--- src/rtl/axi_lite_pkg.sv ---
// Shared definitions for the AXI4-Lite loopback pair: master FSM states and response codes.
package axi_lite_pkg;

  typedef enum logic [1:0] {
    IDLE,
    WRITE,
    READ,
    COMPARE
  } state_t;

  localparam logic [1:0] RESP_OKAY = 2'b00;

endpackage

--- src/rtl/axi_lite_reg_slave.sv ---
// Four-register AXI4-Lite slave; registers decoded from ADDR[3:2], one transaction per channel.
module axi_lite_reg_slave
  import axi_lite_pkg::*;
#(
  parameter int unsigned DATA_WIDTH = 32
) (
  input  logic                    clk,
  input  logic                    rst_n,
  input  logic [3:0]              awaddr,
  input  logic                    awvalid,
  output logic                    awready,
  input  logic [DATA_WIDTH-1:0]   wdata,
  input  logic [DATA_WIDTH/8-1:0] wstrb,
  input  logic                    wvalid,
  output logic                    wready,
  output logic [1:0]              bresp,
  output logic                    bvalid,
  input  logic                    bready,
  input  logic [3:0]              araddr,
  input  logic                    arvalid,
  output logic                    arready,
  output logic [DATA_WIDTH-1:0]   rdata,
  output logic [1:0]              rresp,
  output logic                    rvalid,
  input  logic                    rready
);

  localparam int unsigned STRB_W = DATA_WIDTH / 8;

  logic [DATA_WIDTH-1:0] slv_reg0, slv_reg1, slv_reg2, slv_reg3;
  logic [1:0]            aw_sel, ar_sel;
  logic [DATA_WIDTH-1:0] wr_old, wr_val, rd_val;
  logic                  wr_en, unused_addr;

  assign bresp       = RESP_OKAY;
  assign rresp       = RESP_OKAY;
  assign wr_en       = awready & awvalid & wready & wvalid;
  assign unused_addr = ^{awaddr[1:0], araddr[1:0]};

  // Byte-strobe merge onto the currently addressed register.
  always_comb begin
    wr_old = '0;
    case (aw_sel)
      2'd0: wr_old = slv_reg0;
      2'd1: wr_old = slv_reg1;
      2'd2: wr_old = slv_reg2;
      2'd3: wr_old = slv_reg3;
      default: wr_old = '0;
    endcase
    wr_val = wr_old;
    for (int unsigned b = 0; b < STRB_W; b++) begin
      if (wstrb[b]) wr_val[b*8 +: 8] = wdata[b*8 +: 8];
    end
  end

  always_comb begin
    rd_val = '0;
    case (ar_sel)
      2'd0: rd_val = slv_reg0;
      2'd1: rd_val = slv_reg1;
      2'd2: rd_val = slv_reg2;
      2'd3: rd_val = slv_reg3;
      default: rd_val = '0;
    endcase
  end

  always_ff @(posedge clk or negedge rst_n) begin
    if (!rst_n) begin
      awready  <= 1'b0;
      wready   <= 1'b0;
      bvalid   <= 1'b0;
      aw_sel   <= '0;
      slv_reg0 <= '0;
      slv_reg1 <= '0;
      slv_reg2 <= '0;
      slv_reg3 <= '0;
    end else begin
      awready <= awvalid & wvalid & ~awready & ~bvalid;
      wready  <= awvalid & wvalid & ~awready & ~bvalid;
      if (awvalid & wvalid & ~awready & ~bvalid) aw_sel <= awaddr[3:2];
      if (wr_en) begin
        case (aw_sel)
          2'd0: slv_reg0 <= wr_val;
          2'd1: slv_reg1 <= wr_val;
          2'd2: slv_reg2 <= wr_val;
          2'd3: slv_reg3 <= wr_val;
          default: ;
        endcase
      end
      if (wr_en && !bvalid) bvalid <= 1'b1;
      else if (bvalid && bready) bvalid <= 1'b0;
    end
  end

  always_ff @(posedge clk or negedge rst_n) begin
    if (!rst_n) begin
      arready <= 1'b0;
      rvalid  <= 1'b0;
      rdata   <= '0;
      ar_sel  <= '0;
    end else begin
      arready <= arvalid & ~arready & ~rvalid;
      if (arvalid & ~arready & ~rvalid) ar_sel <= araddr[3:2];
      if (arready && arvalid && !rvalid) begin
        rvalid <= 1'b1;
        rdata  <= rd_val;
      end else if (rvalid && rready) begin
        rvalid <= 1'b0;
      end
    end
  end

endmodule

--- src/rtl/axi_lite_loopback.sv ---
// AXI4-Lite memory-test master joined to a 4-register slave: writes N words, reads them back, flags errors.
module axi_lite_loopback
  import axi_lite_pkg::*;
#(
  parameter logic [31:0] C_M_START_DATA_VALUE       = 32'hAA000000,
  parameter logic [31:0] C_M_TARGET_SLAVE_BASE_ADDR = 32'h40000000,
  parameter int unsigned C_AXI_ADDR_WIDTH           = 32,
  parameter int unsigned C_AXI_DATA_WIDTH           = 32,
  parameter int unsigned C_M_TRANSACTIONS_NUM       = 4
) (
  input  logic i_axi_clk,
  input  logic i_axi_rst_n,
  input  logic i_axi_init_txn,
  output logic o_txn_done,
  output logic o_error,
  output logic o_busy
);

  logic [C_AXI_ADDR_WIDTH-1:0]   axi_awaddr, axi_araddr;
  logic [2:0]                    axi_awprot, axi_arprot;
  logic                          axi_awvalid, axi_awready, axi_wvalid, axi_wready;
  logic [C_AXI_DATA_WIDTH-1:0]   axi_wdata, axi_rdata;
  logic [C_AXI_DATA_WIDTH/8-1:0] axi_wstrb;
  logic [1:0]                    axi_bresp, axi_rresp;
  logic                          axi_bvalid, axi_bready, axi_arvalid, axi_arready;
  logic                          axi_rvalid, axi_rready;

  state_t                      state, state_next;
  logic [2:0]                  idx;
  logic                        init_d1, init_d2, start;
  logic                        wr_pending, rd_pending, b_done, r_done, last;
  logic [C_AXI_DATA_WIDTH-1:0] exp_data;
  logic                        unused_bus;

  assign start      = init_d1 & ~init_d2;
  assign b_done     = axi_bvalid & axi_bready;
  assign r_done     = axi_rvalid & axi_rready;
  assign last       = (idx == 3'(C_M_TRANSACTIONS_NUM - 1));
  assign exp_data   = C_M_START_DATA_VALUE + C_AXI_DATA_WIDTH'(idx);
  assign axi_awaddr = C_M_TARGET_SLAVE_BASE_ADDR + C_AXI_ADDR_WIDTH'({idx, 2'b00});
  assign axi_araddr = axi_awaddr;
  assign axi_wdata  = exp_data;
  assign axi_wstrb  = '1;
  assign axi_awprot = 3'b000;
  assign axi_arprot = 3'b000;
  assign unused_bus = ^{axi_awaddr[C_AXI_ADDR_WIDTH-1:4], axi_araddr[C_AXI_ADDR_WIDTH-1:4],
                        axi_awprot, axi_arprot};

  always_ff @(posedge i_axi_clk or negedge i_axi_rst_n) begin
    if (!i_axi_rst_n) state <= IDLE;
    else              state <= state_next;
  end

  always_comb begin
    state_next = state;
    case (state)
      IDLE:    if (start) state_next = WRITE;
      WRITE:   if (b_done && last) state_next = READ;
      READ:    if (r_done && last) state_next = COMPARE;
      COMPARE: state_next = IDLE;
      default: state_next = IDLE;
    endcase
  end

  // Each phase issues one transaction at a time; the pending flag gates re-issue until the response handshake.
  always_ff @(posedge i_axi_clk or negedge i_axi_rst_n) begin
    if (!i_axi_rst_n) begin
      init_d1     <= 1'b0;
      init_d2     <= 1'b0;
      idx         <= '0;
      wr_pending  <= 1'b0;
      rd_pending  <= 1'b0;
      axi_awvalid <= 1'b0;
      axi_wvalid  <= 1'b0;
      axi_bready  <= 1'b0;
      axi_arvalid <= 1'b0;
      axi_rready  <= 1'b0;
      o_txn_done  <= 1'b0;
      o_error     <= 1'b0;
      o_busy      <= 1'b0;
    end else begin
      init_d1 <= i_axi_init_txn;
      init_d2 <= init_d1;
      case (state)
        IDLE: begin
          if (start) begin
            o_txn_done <= 1'b0;
            o_error    <= 1'b0;
            o_busy     <= 1'b1;
            idx        <= '0;
          end
        end
        WRITE: begin
          if (!wr_pending) begin
            axi_awvalid <= 1'b1;
            axi_wvalid  <= 1'b1;
            axi_bready  <= 1'b1;
            wr_pending  <= 1'b1;
          end
          if (axi_awvalid && axi_awready) axi_awvalid <= 1'b0;
          if (axi_wvalid && axi_wready)   axi_wvalid  <= 1'b0;
          if (b_done) begin
            axi_bready <= 1'b0;
            wr_pending <= 1'b0;
            if (axi_bresp[1]) o_error <= 1'b1;
            idx <= last ? '0 : idx + 3'd1;
          end
        end
        READ: begin
          if (!rd_pending) begin
            axi_arvalid <= 1'b1;
            axi_rready  <= 1'b1;
            rd_pending  <= 1'b1;
          end
          if (axi_arvalid && axi_arready) axi_arvalid <= 1'b0;
          if (r_done) begin
            axi_rready <= 1'b0;
            rd_pending <= 1'b0;
            if (axi_rresp[1] || (axi_rdata != exp_data)) o_error <= 1'b1;
            idx <= last ? '0 : idx + 3'd1;
          end
        end
        COMPARE: begin
          o_txn_done <= 1'b1;
          o_busy     <= 1'b0;
        end
        default: ;
      endcase
    end
  end

  axi_lite_reg_slave #(
    .DATA_WIDTH (C_AXI_DATA_WIDTH)
  ) u_slave (
    .clk     (i_axi_clk),
    .rst_n   (i_axi_rst_n),
    .awaddr  (axi_awaddr[3:0]),
    .awvalid (axi_awvalid),
    .awready (axi_awready),
    .wdata   (axi_wdata),
    .wstrb   (axi_wstrb),
    .wvalid  (axi_wvalid),
    .wready  (axi_wready),
    .bresp   (axi_bresp),
    .bvalid  (axi_bvalid),
    .bready  (axi_bready),
    .araddr  (axi_araddr[3:0]),
    .arvalid (axi_arvalid),
    .arready (axi_arready),
    .rdata   (axi_rdata),
    .rresp   (axi_rresp),
    .rvalid  (axi_rvalid),
    .rready  (axi_rready)
  );

endmodule

--- config.mk ---
export PLATFORM = sky130hd
export DESIGN_NAME = axi_lite_loopback
export DESIGN_NICKNAME = d
export VERILOG_FILES = /design/src/rtl/axi_lite_pkg.sv /design/src/rtl/axi_lite_reg_slave.sv /design/src/rtl/axi_lite_loopback.sv
export SDC_FILE = /design/constraint.sdc
export NUM_CORES = 1
export LEC_CHECK = 0
export ABC_AREA = 1
export BUFFER_PORTS_ARGS = -buffer_cell sky130_fd_sc_hd__buf_2
export CORE_UTILIZATION = 50
export CTS_CLUSTER_SIZE = 24
export DETAILED_ROUTE_END_ITERATION = 10
export PLACE_DENSITY = 0.66
export SLEW_MARGIN = 20
export SYNTH_ARGS = -nofsm -noshare
export SYNTH_HDL_FRONTEND = slang
export SYNTH_SLANG_ARGS = --single-unit
export TNS_END_PERCENT = 30
--- constraint.sdc ---
create_clock -name i_axi_clk -period 3.2 [get_ports i_axi_clk]
set_input_delay 0.32 -clock i_axi_clk [delete_from_list [all_inputs] [get_ports i_axi_clk]]
set_output_delay 0.32 -clock i_axi_clk [all_outputs]
set_load 0.01 [all_outputs]
* Word level (Yosys, flattened, before mapping)
Cells that the tools add are included.
** Storage, ports and cells
- Output and inout port bits :: 3
- Bits in registers :: 185
- Word-level logic and storage cells :: 128
- Input bits :: 3
** Operators by class
- Bitwise operators :: 16
- Equal/unequal tests :: 22
- $add $sub $neg :: 3
- Mux-type cells :: 30
- Reductions and logical operators :: 32
** Operators with widths (count)
- case mux 32 bit (4 select lines) :: 1
- adder 32 x 3 -> 32 bit (first input constant) :: 1
- inequality test 32 bit :: 1
- AND reduction 2 bit :: 10
- two-way mux 1 bit :: 17
- equality test 2 bit (second input constant) :: 6
- two-way mux 3 bit :: 4
- inequality test 2 bit (second input constant) :: 6
- bitwise AND 1 bit :: 11
- inequality test 2 x 1 -> 1 bit (second input constant) :: 5
- logical AND 1 bit :: 9
- case mux 3 bit (3 select lines) :: 1
- case mux 2 bit (4 select lines) :: 1
- AND reduction 4 bit :: 2
- nonzero test 2 bit :: 4
- equality test 2 x 1 -> 1 bit (second input constant) :: 3
- zero test 2 bit :: 3
- two-way mux 2 bit :: 3
- case mux 1 bit (2 select lines) :: 3
- NOT 1 bit :: 5
- adder 1 x 4 -> 4 bit (first input constant) :: 1
- adder 3 x 1 -> 3 bit (second input constant) :: 1
- equality test 3 x 2 -> 1 bit (second input constant) :: 1
- AND reduction 3 bit :: 1
- other kinds (2) :: 3

* Longest topological paths before layout
- Depth after elaboration :: 5
- Depth in mapped cells :: 9
- Mapped depth without buffers :: 9

* Hierarchy
A second synthesis with hierarchy kept.
** Unflattened totals
- Cells, all modules :: 1293
- Area total of the unflattened synthesis :: 9464.1 um^2
** Modules (own cells, without submodules)
- axi_lite_reg_slave :: times used 1, seq. area each 4204.0 um^2, cells an instance 1161, area an instance 8480.6 um^2
- axi_lite_loopback :: times used 1, seq. area each 425.4 um^2, cells an instance 132, area an instance 983.4 um^2

* Least setup slack after synthesis
No wires, ideal clock.
- Path kind :: register -> register
- Start point :: register state[0]
- End point :: register state[0]
- Stages on the path, launching flop included :: 9
- Arrival :: 1.087 ns
- Path slack :: 1.992 ns
- Library setup time :: 0.121 ns
- Buffers on the path :: 0
- Cell sequence :: dfrtp_1 inv_1 ha_1 inv_1 nand2_1 nand2_1 nand2_1 o21bai_1 nand2_1
** On the way
- Longest elaborated chain between the ends :: 3
** RTL lines
- from (decl) :: RTL line axi_lite_loopback.sv:28 : state_t state, state_next;
- from (signal assigned) :: RTL line axi_lite_loopback.sv:51 : else state <= state_next;
- equality test 2 bit, or another cell as far along :: RTL line axi_lite_loopback.sv:56 : case (state)
- inequality test 2 bit (no line)
- AND reduction 3 bit (no line)
Several ways; a longest one is shown, not always the timed one.
A chain may end at the register's enable or synchronous reset.

* Worst setup path in the final report
- Start point :: register state[0]
- End point :: register state[1]
The elaborated chain is that of the path after synthesis.

==> impl_metrics.csv <==
group,metric,value,unit
global_routing,grt_max_degree,46,
floorplan,core,0.004000,mm^2
sta,relSlewSlack,62.90,%
floorplan,io_pins,6,
critical_path,crit_chain,"inv_1 -> ha_1 -> inv_1 -> nand2_1 -> nand2_1 -> nand2_1 -> o21bai_1 -> nand2_1",
critical_path,arrival,1.54,ns
floorplan,fp.dieW,66.53,um
final_layout,fill_cells,369,
power,leakage,1.185,nW
sta,report.final.slew_viol_count,0,
sta,tns,0,ns
critical_path,criticalPathCategory,"flip-flop to flip-flop",
power,clkPwrFrac,17.8,%
global_routing,grt_pass1_vias,1516,
sta,finalClockSkew,0.008845,ns
clock_tree,h-tree-depth,2,
critical_path,r2r_start,"state[0]",
yosys,yosys.area.top_type,"dfrtp_1",
clock_tree,numCtsBuffers,5,
place,post-dp-hpwl,2696,um
final_layout,multi_input_area,802.0,um^2
job,maxCapViolCount,0,
drt,drtPass1Iterations,4,
yosys,synth_ff_type,"dfrtp_1",
yosys,yosys-top-cells-area,"dfrtp_1, nand2_1, inv_1, ha_1, o21ai_0",
critical_path,start_kind,"flip-flop",
clock_tree,cts_tree,"built",
critical_path,crit_path_end_kind,"flip-flop",
drt,drc,0,
critical_path,slowest_stage,"dfrtp_1",
yosys,syn_area,0.002082,mm^2
drt,routed_via_density,4.938,
critical_path,cpMostUsedCell,"nand2_1",
critical_path,reg2reg_slack,1.84,ns
place,numPortBuffers,5,
drt,routed_wl,3726,um
yosys,async_flop_share,100.0,%
floorplan,die_h,66.53,um
yosys,yosysMostFrequentCell,"nand2_1",
final_layout,stdcell_area,0.002258,mm^2
sta,rsz0062_at_grt,"no",
global_routing,overflow,0,
clock_tree,clk_latency,0.29,ns
power,pwr-share-comb,36.5,%
place,placed_area,0.002170,mm^2
yosys,synth_common_cells,"nand2_1, dfrtp_1, inv_1",
sta,finalCriticalPeriod,1.355,ns
clock_tree,cts_max_path_buffers,2,
critical_path,worst-path-max-fanout,5,
floorplan,rows,23,
power,peakVddDrop,0.0004389,V
yosys,synth_top_area_share,54.09,%
final_layout,layout-drive-gt1-share,9.690,%
final_layout,nets,267,
drt,wire_per_inst,12.10,um
clock_tree,numClockSinks,45,
yosys,syn-instance-count,246,
power,power.switching,0.7800,mW
sta,min_period_over_period,42.35,%
drt,postRouteAntennaNets,0,
clock_tree,postCtsResizedCells,0,
sta,hold_viol,0,
drt,drtIter0Drc,83,
yosys,synth-edff-count,0,
final_layout,area.growth.synth_to_final,8.474,%
sta,fmax,737.8,MHz
floorplan,dieArea,0.004426,mm^2
clock_tree,post_cts_buffers,0,
sta,whs,0.002793,ns
yosys,synth.distinct_cells,22,
final_layout,n_antenna_cell,0,
critical_path,r2r-end,"state[1]",
place,gp_congestion,0.8763,
yosys,ys_seq_area_share,54.09,%
power,sw_frac_of_total,39.72,%
status,status,"complete, no violations",
yosys,synth_fp_nets,255,
global_routing,antenna_found_initial,0,
yosys,ys.warnings.count,0,
power,p_int,1.184,mW
clock_tree,ctsHoldBuffers,0,
floorplan,start_util,52.05,%
drt,num_vias,1521,
yosys,syn_avg_cell_area,8.463,um^2
power,power_density,869.6,mW/mm^2
clock_tree,cts.clk_slew.worst_paths,0.08,ns
sta,tightest_slew,0.5565,ns
sta,finalSetupViolCount,0,
critical_path,cpPeakStageDelay,0.37,ns
critical_path,r2r.worst_path.cells,8,
global_routing,grt_usage,21.04,%
final_layout,fin_util,56.46,%
final_layout,regArea,0.001126,mm^2
yosys,synth-seq-cells,45,
clock_tree,root_buffer,"clkbuf_8",
global_routing,grt_first_pass_wirelength,6762,um
hold_path,hp-class,"input port to asynchronous set/reset pin",
power,pwr-share-seq,45.8,%
critical_path,crit_required,3.39,ns
## final cells by class
cell class | count | share of cell area [%]
Sequential cell | 45 | 49.86
Multi-Input combinational cell | 160 | 35.51
Inverter | 41 | 6.814
Clock buffer | 7 | 3.823
Tap cell | 50 | 2.770
Timing Repair Buffer | 5 | 1.219
## layout by cell type, fill, tap and decap left out, types with 4 or more instances in the layout
| master | Yosys | final |
|---|---|---|
| nand2_1 | 81 | 81 |
| dfrtp_1 | 45 | 45 |
| inv_1 | 37 | 37 |
| o21ai_1 | 15 | 15 |
| o21ai_0 | 15 | 15 |
| nand3_1 | 12 | 12 |
| nor2_1 | 11 | 11 |
| ha_1 | 6 | 6 |
| clkbuf_8 | 0 | 6 |
| inv_2 | 4 | 4 |
| buf_2 | 0 | 4 |
## flip-flops by register name (all words and copies together) (netlist names), 2 cells and up
| name | flops |
|---|---|
| state | 2 |
| u_slave.ar_sel | 2 |
| u_slave.slv_reg1 | 4 |
| u_slave.slv_reg2 | 4 |
| u_slave.rdata | 4 |
| u_slave.slv_reg3 | 4 |
| u_slave.aw_sel | 2 |
| u_slave.slv_reg0 | 4 |
| idx | 3 |
## metal layers
metal,global-route usage (%),share of wire [%],vias to the layer above
met3,5.651,2.6,2
li1,-,-,791
met4,9.840,0.78,0
met2,34.95,48,19
met5,0,0,-
met1,25.25,49,709
## worst max-delay path: cells and delay by family, from the launching register on
kind                     cells  cell delay [ns]
AND/OR/NAND/NOR              4             0.25
adder cells (fa/ha/maj)      1             0.24
AO/OA/AOI/OAI                1             0.14
flip-flops                   1             0.37
buffers and inverters        2             0.24
## per-stage QoR
step	power, mW	setup WS [ns]	cells
after detailed placement	1.627	1.858	301
final	1.964	1.845	308
after global placement	1.614	1.911	301
after floorplan	1.434	1.992	246
after CTS	1.984	1.834	308
after global routing	2.153	1.690	308
## power groups by stage
| stage | Sequential (mW) | Clock (mW) | Combinational, mW |
|---|---|---|---|
| after floorplan | 0.878 | 0 | 0.556 |
| after global placement | 0.905 | 0 | 0.709 |
| after detailed placement | 0.906 | 0 | 0.721 |
| after CTS | 0.898 | 0.360 | 0.725 |
| after global routing | 0.923 | 0.384 | 0.847 |
| final | 0.899 | 0.349 | 0.716 |
## kinds of logic after synthesis
family	share of synthesized area, %
adders and majority gates	3.606
AOI/OAI and AO/OA	9.494
and+or+nand+nor	25.42
buffers and inverters	7.391
DFF	54.09
## worst max path at each step
stage | cells after the start | slack (ns) | end | startpoint
finish | 8 | 1.84 | state[1] | state[0]
global route | 9 | 1.69 | state[1] | state[0]
CTS | 9 | 1.83 | state[1] | state[0]
detailed placement | 8 | 1.86 | state[1] | state[0]
global placement | 9 | 1.91 | state[1] | state[0]
floorplan | 8 | 1.99 | state[0] | state[0]
Note: power is estimated with default switching activity, not from simulation.
